<file path="src/rtl/auth_cmd_rx_pkg.sv">
// Shared types and constants for the authorisation command receiver.
// Command codes are also used by the bench to build stimulus.
package auth_cmd_rx_pkg;

  localparam logic [7:0]  CMD_GO       = 8'h47;  // 'G'
  localparam logic [7:0]  CMD_STOP     = 8'h53;  // 'S'
  localparam int unsigned BAUD_CYC_DEF = 2604;   // 50 MHz / 19200 baud
  localparam int unsigned CNT_W        = 12;

  typedef enum logic [1:0] {
    OFF,
    PWR1,
    PWR2
  } auth_state_t;

  typedef enum logic [1:0] {
    RX_IDLE,
    RX_START,
    RX_DATA,
    RX_STOP
  } rx_state_t;

endpackage

</file>
<file path="src/rtl/auth_uart_rx.sv">
// 8N1 UART receiver: RX synchroniser, baud/bit counters, shift register and
// receiver FSM. Produces the framed byte, a one-cycle rdy and frm_err.
module auth_uart_rx
  import auth_cmd_rx_pkg::*;
#(
  parameter int unsigned BAUD_CYC = BAUD_CYC_DEF
) (
  input  logic       clk,
  input  logic       rst_n,
  input  logic       RX,
  output logic [7:0] rx_byte,
  output logic       rdy,
  output logic       frm_err
);

  localparam logic [CNT_W-1:0] BAUD_FULL = CNT_W'(BAUD_CYC);
  localparam logic [CNT_W-1:0] BAUD_HALF = CNT_W'(BAUD_CYC / 2);

  logic rx_ff1, rx_ff2, rx_prev;
  logic fall, expired;

  rx_state_t        state_q, state_d;
  logic [CNT_W-1:0] cnt_q, cnt_d;
  logic [2:0]       bit_q, bit_d;
  logic [7:0]       sh_q, sh_d;
  logic [7:0]       byte_q, byte_d;
  logic             rdy_q, rdy_d;
  logic             err_q, err_d;
  logic             rearm_q, rearm_d;

  always_ff @(posedge clk or negedge rst_n) begin
    if (!rst_n) begin
      rx_ff1  <= 1'b1;
      rx_ff2  <= 1'b1;
      rx_prev <= 1'b1;
    end else begin
      rx_ff1  <= RX;
      rx_ff2  <= rx_ff1;
      rx_prev <= rx_ff2;
    end
  end

  assign fall    = rx_prev & ~rx_ff2;
  assign expired = (cnt_q == CNT_W'(1));

  always_comb begin
    state_d = state_q;
    cnt_d   = cnt_q;
    bit_d   = bit_q;
    sh_d    = sh_q;
    byte_d  = byte_q;
    rdy_d   = 1'b0;
    err_d   = 1'b0;
    rearm_d = rearm_q;
    unique case (state_q)
      RX_IDLE: begin
        // After a framing error, the line must stay high for a full bit
        // before a new start edge is honoured.
        if (rearm_q) begin
          if (!rx_ff2)      cnt_d   = BAUD_FULL;
          else if (expired) rearm_d = 1'b0;
          else              cnt_d   = cnt_q - CNT_W'(1);
        end else if (fall) begin
          state_d = RX_START;
          cnt_d   = BAUD_HALF;
        end
      end
      RX_START: begin
        if (expired) begin
          if (!rx_ff2) begin
            state_d = RX_DATA;
            cnt_d   = BAUD_FULL;
            bit_d   = '0;
          end else begin
            state_d = RX_IDLE;
          end
        end else begin
          cnt_d = cnt_q - CNT_W'(1);
        end
      end
      RX_DATA: begin
        if (expired) begin
          sh_d  = {rx_ff2, sh_q[7:1]};
          cnt_d = BAUD_FULL;
          if (bit_q == 3'd7) state_d = RX_STOP;
          else               bit_d   = bit_q + 3'd1;
        end else begin
          cnt_d = cnt_q - CNT_W'(1);
        end
      end
      RX_STOP: begin
        if (expired) begin
          state_d = RX_IDLE;
          if (rx_ff2) begin
            byte_d = sh_q;
            rdy_d  = 1'b1;
          end else begin
            err_d   = 1'b1;
            rearm_d = 1'b1;
            cnt_d   = BAUD_FULL;
          end
        end else begin
          cnt_d = cnt_q - CNT_W'(1);
        end
      end
      default: state_d = RX_IDLE;
    endcase
  end

  always_ff @(posedge clk or negedge rst_n) begin
    if (!rst_n) begin
      state_q <= RX_IDLE;
      cnt_q   <= '0;
      bit_q   <= '0;
      sh_q    <= '0;
      byte_q  <= '0;
      rdy_q   <= 1'b0;
      err_q   <= 1'b0;
      rearm_q <= 1'b0;
    end else begin
      state_q <= state_d;
      cnt_q   <= cnt_d;
      bit_q   <= bit_d;
      sh_q    <= sh_d;
      byte_q  <= byte_d;
      rdy_q   <= rdy_d;
      err_q   <= err_d;
      rearm_q <= rearm_d;
    end
  end

  assign rx_byte = byte_q;
  assign rdy     = rdy_q;
  assign frm_err = err_q;

endmodule

</file>
<file path="src/rtl/auth_cmd_rx.sv">
// Serial command front-end: UART receiver plus the authorisation FSM that
// drives pwr_up. A stop request is deferred until the rider has stepped off.
module auth_cmd_rx
  import auth_cmd_rx_pkg::*;
#(
  parameter int unsigned BAUD_CYC = BAUD_CYC_DEF
) (
  input  logic       clk,
  input  logic       rst_n,
  input  logic       RX,
  input  logic       rider_off,
  output logic       pwr_up,
  output logic [7:0] rx_byte,
  output logic       frm_err
);

  logic        rdy;
  logic        is_go, is_stop;
  auth_state_t state_q, state_d;

  auth_uart_rx #(
    .BAUD_CYC(BAUD_CYC)
  ) u_rx (
    .clk    (clk),
    .rst_n  (rst_n),
    .RX     (RX),
    .rx_byte(rx_byte),
    .rdy    (rdy),
    .frm_err(frm_err)
  );

  assign is_go   = rdy && (rx_byte == CMD_GO);
  assign is_stop = rdy && (rx_byte == CMD_STOP);

  always_comb begin
    state_d = state_q;
    unique case (state_q)
      OFF:  if (is_go) state_d = PWR1;
      PWR1: if (is_stop) state_d = rider_off ? OFF : PWR2;
      // rider_off takes priority over a 'G' arriving on the same cycle
      PWR2: begin
        if (rider_off)  state_d = OFF;
        else if (is_go) state_d = PWR1;
      end
      default: state_d = OFF;
    endcase
  end

  always_ff @(posedge clk or negedge rst_n) begin
    if (!rst_n) begin
      state_q <= OFF;
      pwr_up  <= 1'b0;
    end else begin
      state_q <= state_d;
      pwr_up  <= (state_q != OFF);
    end
  end

endmodule

</file>
<file path="config.mk">
export PLATFORM = sky130hd
export DESIGN_NAME = auth_cmd_rx
export DESIGN_NICKNAME = d
export VERILOG_FILES = /design/src/rtl/auth_cmd_rx_pkg.sv /design/src/rtl/auth_uart_rx.sv /design/src/rtl/auth_cmd_rx.sv
export SDC_FILE = /design/constraint.sdc
export NUM_CORES = 1
export LEC_CHECK = 0
export CORE_ASPECT_RATIO = 0.7
export CORE_MARGIN = 5
export CORE_UTILIZATION = 55
export DETAILED_ROUTE_END_ITERATION = 16
export DONT_BUFFER_PORTS = 1
export PLACE_DENSITY_LB_ADDON = 0.05
export SYNTH_ARGS = -nofsm -noshare
export SYNTH_HDL_FRONTEND = slang
export SYNTH_SLANG_ARGS = --single-unit
</file>
<file path="constraint.sdc">
create_clock -name clk -period 3.05 [get_ports clk]
set_input_delay 0.61 -clock clk [delete_from_list [all_inputs] [get_ports clk]]
set_output_delay 0.61 -clock clk [all_outputs]
set_load 0.05 [all_outputs]
</file>
---- Word-level counts from Yosys, hierarchy flattened ----
Index checks and enable logic that the tools add are counted.
word-level totals
  bits in registers ....................... 42
  bits in latches ......................... 0
  bits in writable memories ............... 0
  ROM bits ................................ 0
  input port bits ......................... 4
  memories kept ........................... 0
cells by class
  add/subtract/negate cells ............... 2
  multiply operators ...................... 0
  div/mod/pow operators ................... 0
  magnitude comparators ................... 0
  equal/unequal tests ..................... 22
  shift-type cells ........................ 0
  muxes and demuxes ....................... 38
  bitwise logic cells ..................... 2
  reduce and logical (&&, ||, !) cells .... 14
operators with widths
  cell                   number
  $mux 12                7
  $pmux 12 s3            1
  $mux 2                 11
  $eq 8x7->1 const B     2
  $eq 12x1->1 const B    1
  $mux 3                 4
  $sub 12x1->12 const B  1
  $mux 1                 11
  $ne 2x1->1 const B     5
  $ne 2x2->1 const B     5
  $reduce_and 3->1       3
  $pmux 2 s4             1
  $eq 2x2->1 const B     3
  $pmux 2 s3             1
  $pmux 3 s2             1
  $reduce_and 6->1       1
  $reduce_bool 2->1      3
  $reduce_and 5->1       1
  $eq 2x1->1 const B     2
  $logic_not 2->1        2
  $ne 4x4->1 const B     1
  $add 3x1->3 const B    1
  $eq 3x3->1 const B     1
  $ne 3x1->1 const B     1
  other kinds (7)        8

---- Logic depth before layout (Yosys ltp) ----
  depth in word-level cells ............... 5
  mapped depth ............................ 8

---- By module ----
From an unflattened synthesis, not the netlist that was laid out.
unflattened totals
  cell total of the unflattened synthesis .. 209
  area, all modules ....................... 2212.1 µm²
by module, submodules not included
  module        instances  cells each  area each (µm²)  sequential area each (µm²)
  auth_uart_rx  1          192         2028.2           979.7
  auth_cmd_rx   1          17          183.9            75.1

---- Worst setup path before layout ----
No wires, ideal clock.
  path type ............................... register to register
  start ................................... register u_rx.state_q[0]
  end ..................................... register u_rx.cnt_q[2]
  setup time .............................. 0.120 ns
  arrival ................................. 1.765 ns
  setup slack ............................. 1.166 ns
  stages on the path, launching flop included .. 8
  period minus slack after synthesis ...... 1.884 ns
  path through ............................ dfrtp_1 -> ha_1 -> nor2_1 -> nand2_1 -> a41o_1 -> buf_2 -> or2_2 -> o22a_2
between the ends
  word-level cells in the longest chain between the ends .. 4
  elaborated cells on any way between the ends .. 10
ends and longest elaborated chain
  item                                      RTL line             text
  from (decl)                               auth_uart_rx.sv:22   rx_state_t state_q, state_d;
  from (signal assigned)                    auth_uart_rx.sv:121  state_q <= state_d;
  $eq 2x1->1 or $eq 2x2->1 (tied branches)  auth_uart_rx.sv:55   unique case (state_q)
  $reduce_or 2->1 (no line)                 --
  $ne 3x3->1 (no line)                      --
  $reduce_and 3->1 (no line)                --
  to (signal assigned)                      auth_uart_rx.sv:122  cnt_q <= cnt_d;
  to (decl)                                 auth_uart_rx.sv:23   logic [CNT_W-1:0] cnt_q, cnt_d;
Parallel ways exist; a longest one is shown, timed or not.
A chain may end at the register's enable or synchronous reset.

---- Worst setup path in the final report ----
  start ................................... register u_rx.cnt_q[1]
  end ..................................... register u_rx.cnt_q[11]
between the ends
  word-level cells in the longest chain between the ends .. 5
  elaborated cells on any way between the ends .. 11
ends and longest elaborated chain
  item           RTL line            text
  $sub 12x1->12  --
  $mux 12        auth_uart_rx.sv:61  else if (expired) rearm_d = 1'b0;
  $mux 12        auth_uart_rx.sv:60  if (!rx_ff2) cnt_d = BAUD_FULL;
  $mux 12        auth_uart_rx.sv:59  if (rearm_q) begin
  $pmux 12 s3    auth_uart_rx.sv:55
Parallel ways exist; a longest one is shown, timed or not. The select of a mux whose other input is x is not followed.

==> impl_metrics.tcl <==
set metrics [dict create \
    syn_nets 224 \
    p_sw_share_pct 39.5 \
    drt_iter0_drc 203 \
    path_cells "inv_1, ha_1, nor4b_4, nand3_1, o21a_1, o32a_1, a21oi_1" \
    grt_usage_pct 19.1 \
    synth.cell_area_sq_um 2260 \
    total_leakage_power_nw 1.11 \
    grt_max_degree 40 \
    cp_max_fo 12 \
    critical_path_buf_inv_count 1 \
    seq_power_share_pct 44.0 \
    grt-ovfl-total 0 \
    route.detailed.wl_per_inst_um 17.6 \
    synthTopCellsByArea "dfrtp_1, mux2_2, ha_1, dfstp_2, o21ai_0" \
    final_cell_count_no_fill 266 \
    fin_hold_ws_ps 136 \
    avgViaCountPerCell 6.35 \
    synth_seq_area_share_pct 46.6 \
    drive_gt1_share_pct 16.8 \
    coreArea_sq_um 3950 \
    power_frac_comb_pct 35.6 \
    synthCells 212 \
    synth_ff_type "dfrtp_1" \
    worst_clock_skew_ps 10.2 \
    regToRegSetupSlack_ps 630 \
    ir_drop_mv 0.369 \
    ant_nets 0 \
    clockPowerShare_pct 20.4 \
    cp-start-kind "flop" \
    setup_violations 0 \
    rr_startpoint "u_rx.cnt_q[1]$_DFFE_PN0P_" \
    slowest_delay_ps 440 \
    cts.clk_slew.worst_paths_ps 90 \
    avgSynthCellArea_sq_um 10.7 \
    place_congestion 0.846 \
    syn_to_final_growth_pct 5.58 \
    dp_cells 257 \
    path_class "reg2reg" \
    grt_pass1_vias 1681 \
    rsz0062_at_grt "false" \
    drtPass1Iterations 4 \
    fmax_ghz 0.414 \
    antenna_found_initial 0 \
    hp-class "in2async" \
    crit_arrival_ps 2650 \
    r2r_end "u_rx.cnt_q[11]$_DFFE_PN0P_" \
    core.rowCount 19 \
    htreeDepth 2 \
    nNetsFinal 225 \
    wl_um 4690 \
    cts_tree "done" \
    synth-edff-count 0 \
    crit_family "simple AND/OR/NAND/NOR gates" \
    p_int_mw 1.06 \
    yosysWarnings 0 \
    grt_pass1_wl_um 8320 \
    synthDistinctLibCells 49 \
    synth_top_area_share_pct 43.1 \
    io_pins 14 \
    start_util_pct 57.4 \
    ys_top_cells_by_count "dfrtp_1, mux2_2, nor2_1" \
    clock_latency_ps 310 \
    end_kind "flop" \
    yosys.area.top_type "dfrtp_1" \
    fin_tns_setup_ps 0 \
    hold_viol 0 \
    switchingPower_uw 691 \
    tightest_slew_ps 646 \
    cts-buffers-inserted 5 \
    max_cap_viol_count 0 \
    drv_slew 0 \
    critical-path-slowest-cell "nor4b_4" \
    slew-limit-headroom_pct 56.4 \
    ys_ff_latch 42 \
    cp.required_ps 3280 \
    cts.repair.resized 0 \
    synth.most_common_cell "dfrtp_1" \
    dieArea_sq_um 5520 \
    antenna_cells 0 \
    clockBufferDepth 2 \
    ff2ff_path_depth 7 \
    hpwlAfterDp_um 3340 \
    root_buffer "clkbuf_8" \
    dr_total_vias 1689 \
    synthArstFlopShare_pct 100 \
    fin_crit_ps 2420 \
    io_buffers 0 \
    post-route-period-util_pct 79.2 \
    dieHeight_um 63.7 \
    fp.dieW_um 86.7 \
    status "finished clean" \
    power_density_nw_per_um2 733 \
    drcViolationCount 0 \
    cts_sinks 42 \
]
## worst max-delay path by stage
| stage | start | end | depth (start not counted) | slack (ps) |
|---|---|---|---|---|
| after global placement | u_rx.state_q[0]$_DFFE_PN0P_ | u_rx.cnt_q[7]$_DFFE_PN0P_ | 7 | 760 |
| after detailed placement | u_rx.cnt_q[1]$_DFFE_PN0P_ | u_rx.cnt_q[11]$_DFFE_PN0P_ | 7 | 690 |
| after floorplan | u_rx.state_q[0]$_DFFE_PN0P_ | u_rx.cnt_q[2]$_DFFE_PN0P_ | 7 | 1170 |
| final | u_rx.cnt_q[1]$_DFFE_PN0P_ | u_rx.cnt_q[11]$_DFFE_PN0P_ | 7 | 630 |
| after global routing | u_rx.cnt_q[1]$_DFFE_PN0P_ | u_rx.cnt_q[6]$_DFFE_PN0P_ | 7 | 350 |
| after CTS | u_rx.cnt_q[1]$_DFFE_PN0P_ | u_rx.cnt_q[11]$_DFFE_PN0P_ | 7 | 680 |
## power groups by stage
stage                     logic [mW]  clock network [mW]  registers (mW)
after floorplan                0.557                   0           0.719
after global placement         0.584                   0           0.769
after detailed placement       0.604                   0           0.781
after CTS                      0.620               0.367           0.768
after global routing           0.705               0.399           0.789
final                          0.623               0.358           0.771
## repair_timing
action	in CTS	in global routing
endpoints found under the setup margin	0	0
hold buffers	1	0
setup buffers	0	0
endpoints found under the hold margin	39	0
## layout make-up
class,count,area [sq um]
fillers,350,1560
multi-input cells,152,1120
flip-flops and latches,42,1050
clock buffers,6,72.6
well taps,52,65.1
inverters,10,37.5
repair buffers,2,27.5
clock inverters,2,13.8
## cells in the final DEF (no fill, tap or decap), types with 2 or more instances in the layout
cell type,netlist,layout
a21o_1,2,2
a21oi_1,8,8
a22o_1,7,7
a31oi_1,7,7
a41o_1,4,4
and2_1,2,2
and3_1,2,2
clkbuf_8,0,5
dfrtp_1,39,39
dfstp_2,3,3
ha_1,8,8
inv_1,10,10
mux2_2,16,16
nand2_1,14,14
nand2b_1,2,2
nand3_1,4,4
nor2_1,15,15
nor2b_1,3,3
nor3_1,5,5
nor3b_1,2,2
nor4_1,2,2
o21a_1,5,5
o21ai_0,14,14
o22a_1,2,2
o2bb2ai_1,2,2
o31ai_1,3,3
o32a_1,2,2
or2_2,2,2
or4_1,2,2
## flip-flops by register name, indices dropped and copies added, names as in the netlist, 2 cells and up, named ones only
name	cells
state_q	2
u_rx.bit_q	3
u_rx.cnt_q	12
u_rx.rx_byte	8
u_rx.sh_q	8
## worst register-to-register path: stages (launching register included)
cell and delay, ps:
dfrtp_1 420, inv_1 120, ha_1 150, nor4b_4 440
nand3_1 440, o21a_1 320, o32a_1 340, a21oi_1 110
## cells by family after synthesis
family | synth area share [%]
simple gates | 16.5
buf+inv | 3.98
fa+ha+maj | 4.42
mux | 8.40
compound gates | 20.1
flops | 46.6
## metrics by stage
stage / power [mW] / setup WS, ps / area [sq um] / utilization [%]
after floorplan: 1.28 / 1170 / 2260 / -
after global placement: 1.35 / 761 / 2280 / 57.9
after detailed placement: 1.38 / 691 / 2280 / 57.9
after CTS: 1.75 / 675 / 2390 / 60.6
after global routing: 1.89 / 355 / 2390 / 60.6
final: 1.75 / 634 / 2390 / 60.6
## layer usage
metal | global-route usage, % | wire length (um) | share of wire (%) | up-vias
met3 | 5.08 | 362 | 7.7 | 8
li1 | - | - | - | 797
met5 | 0 | 0 | 0 | -
met1 | 26.7 | 2140 | 46 | 835
met4 | 6.42 | 59 | 1.3 | 0
met2 | 28.7 | 2130 | 45 | 49
Power figures use the tool's default switching activity.
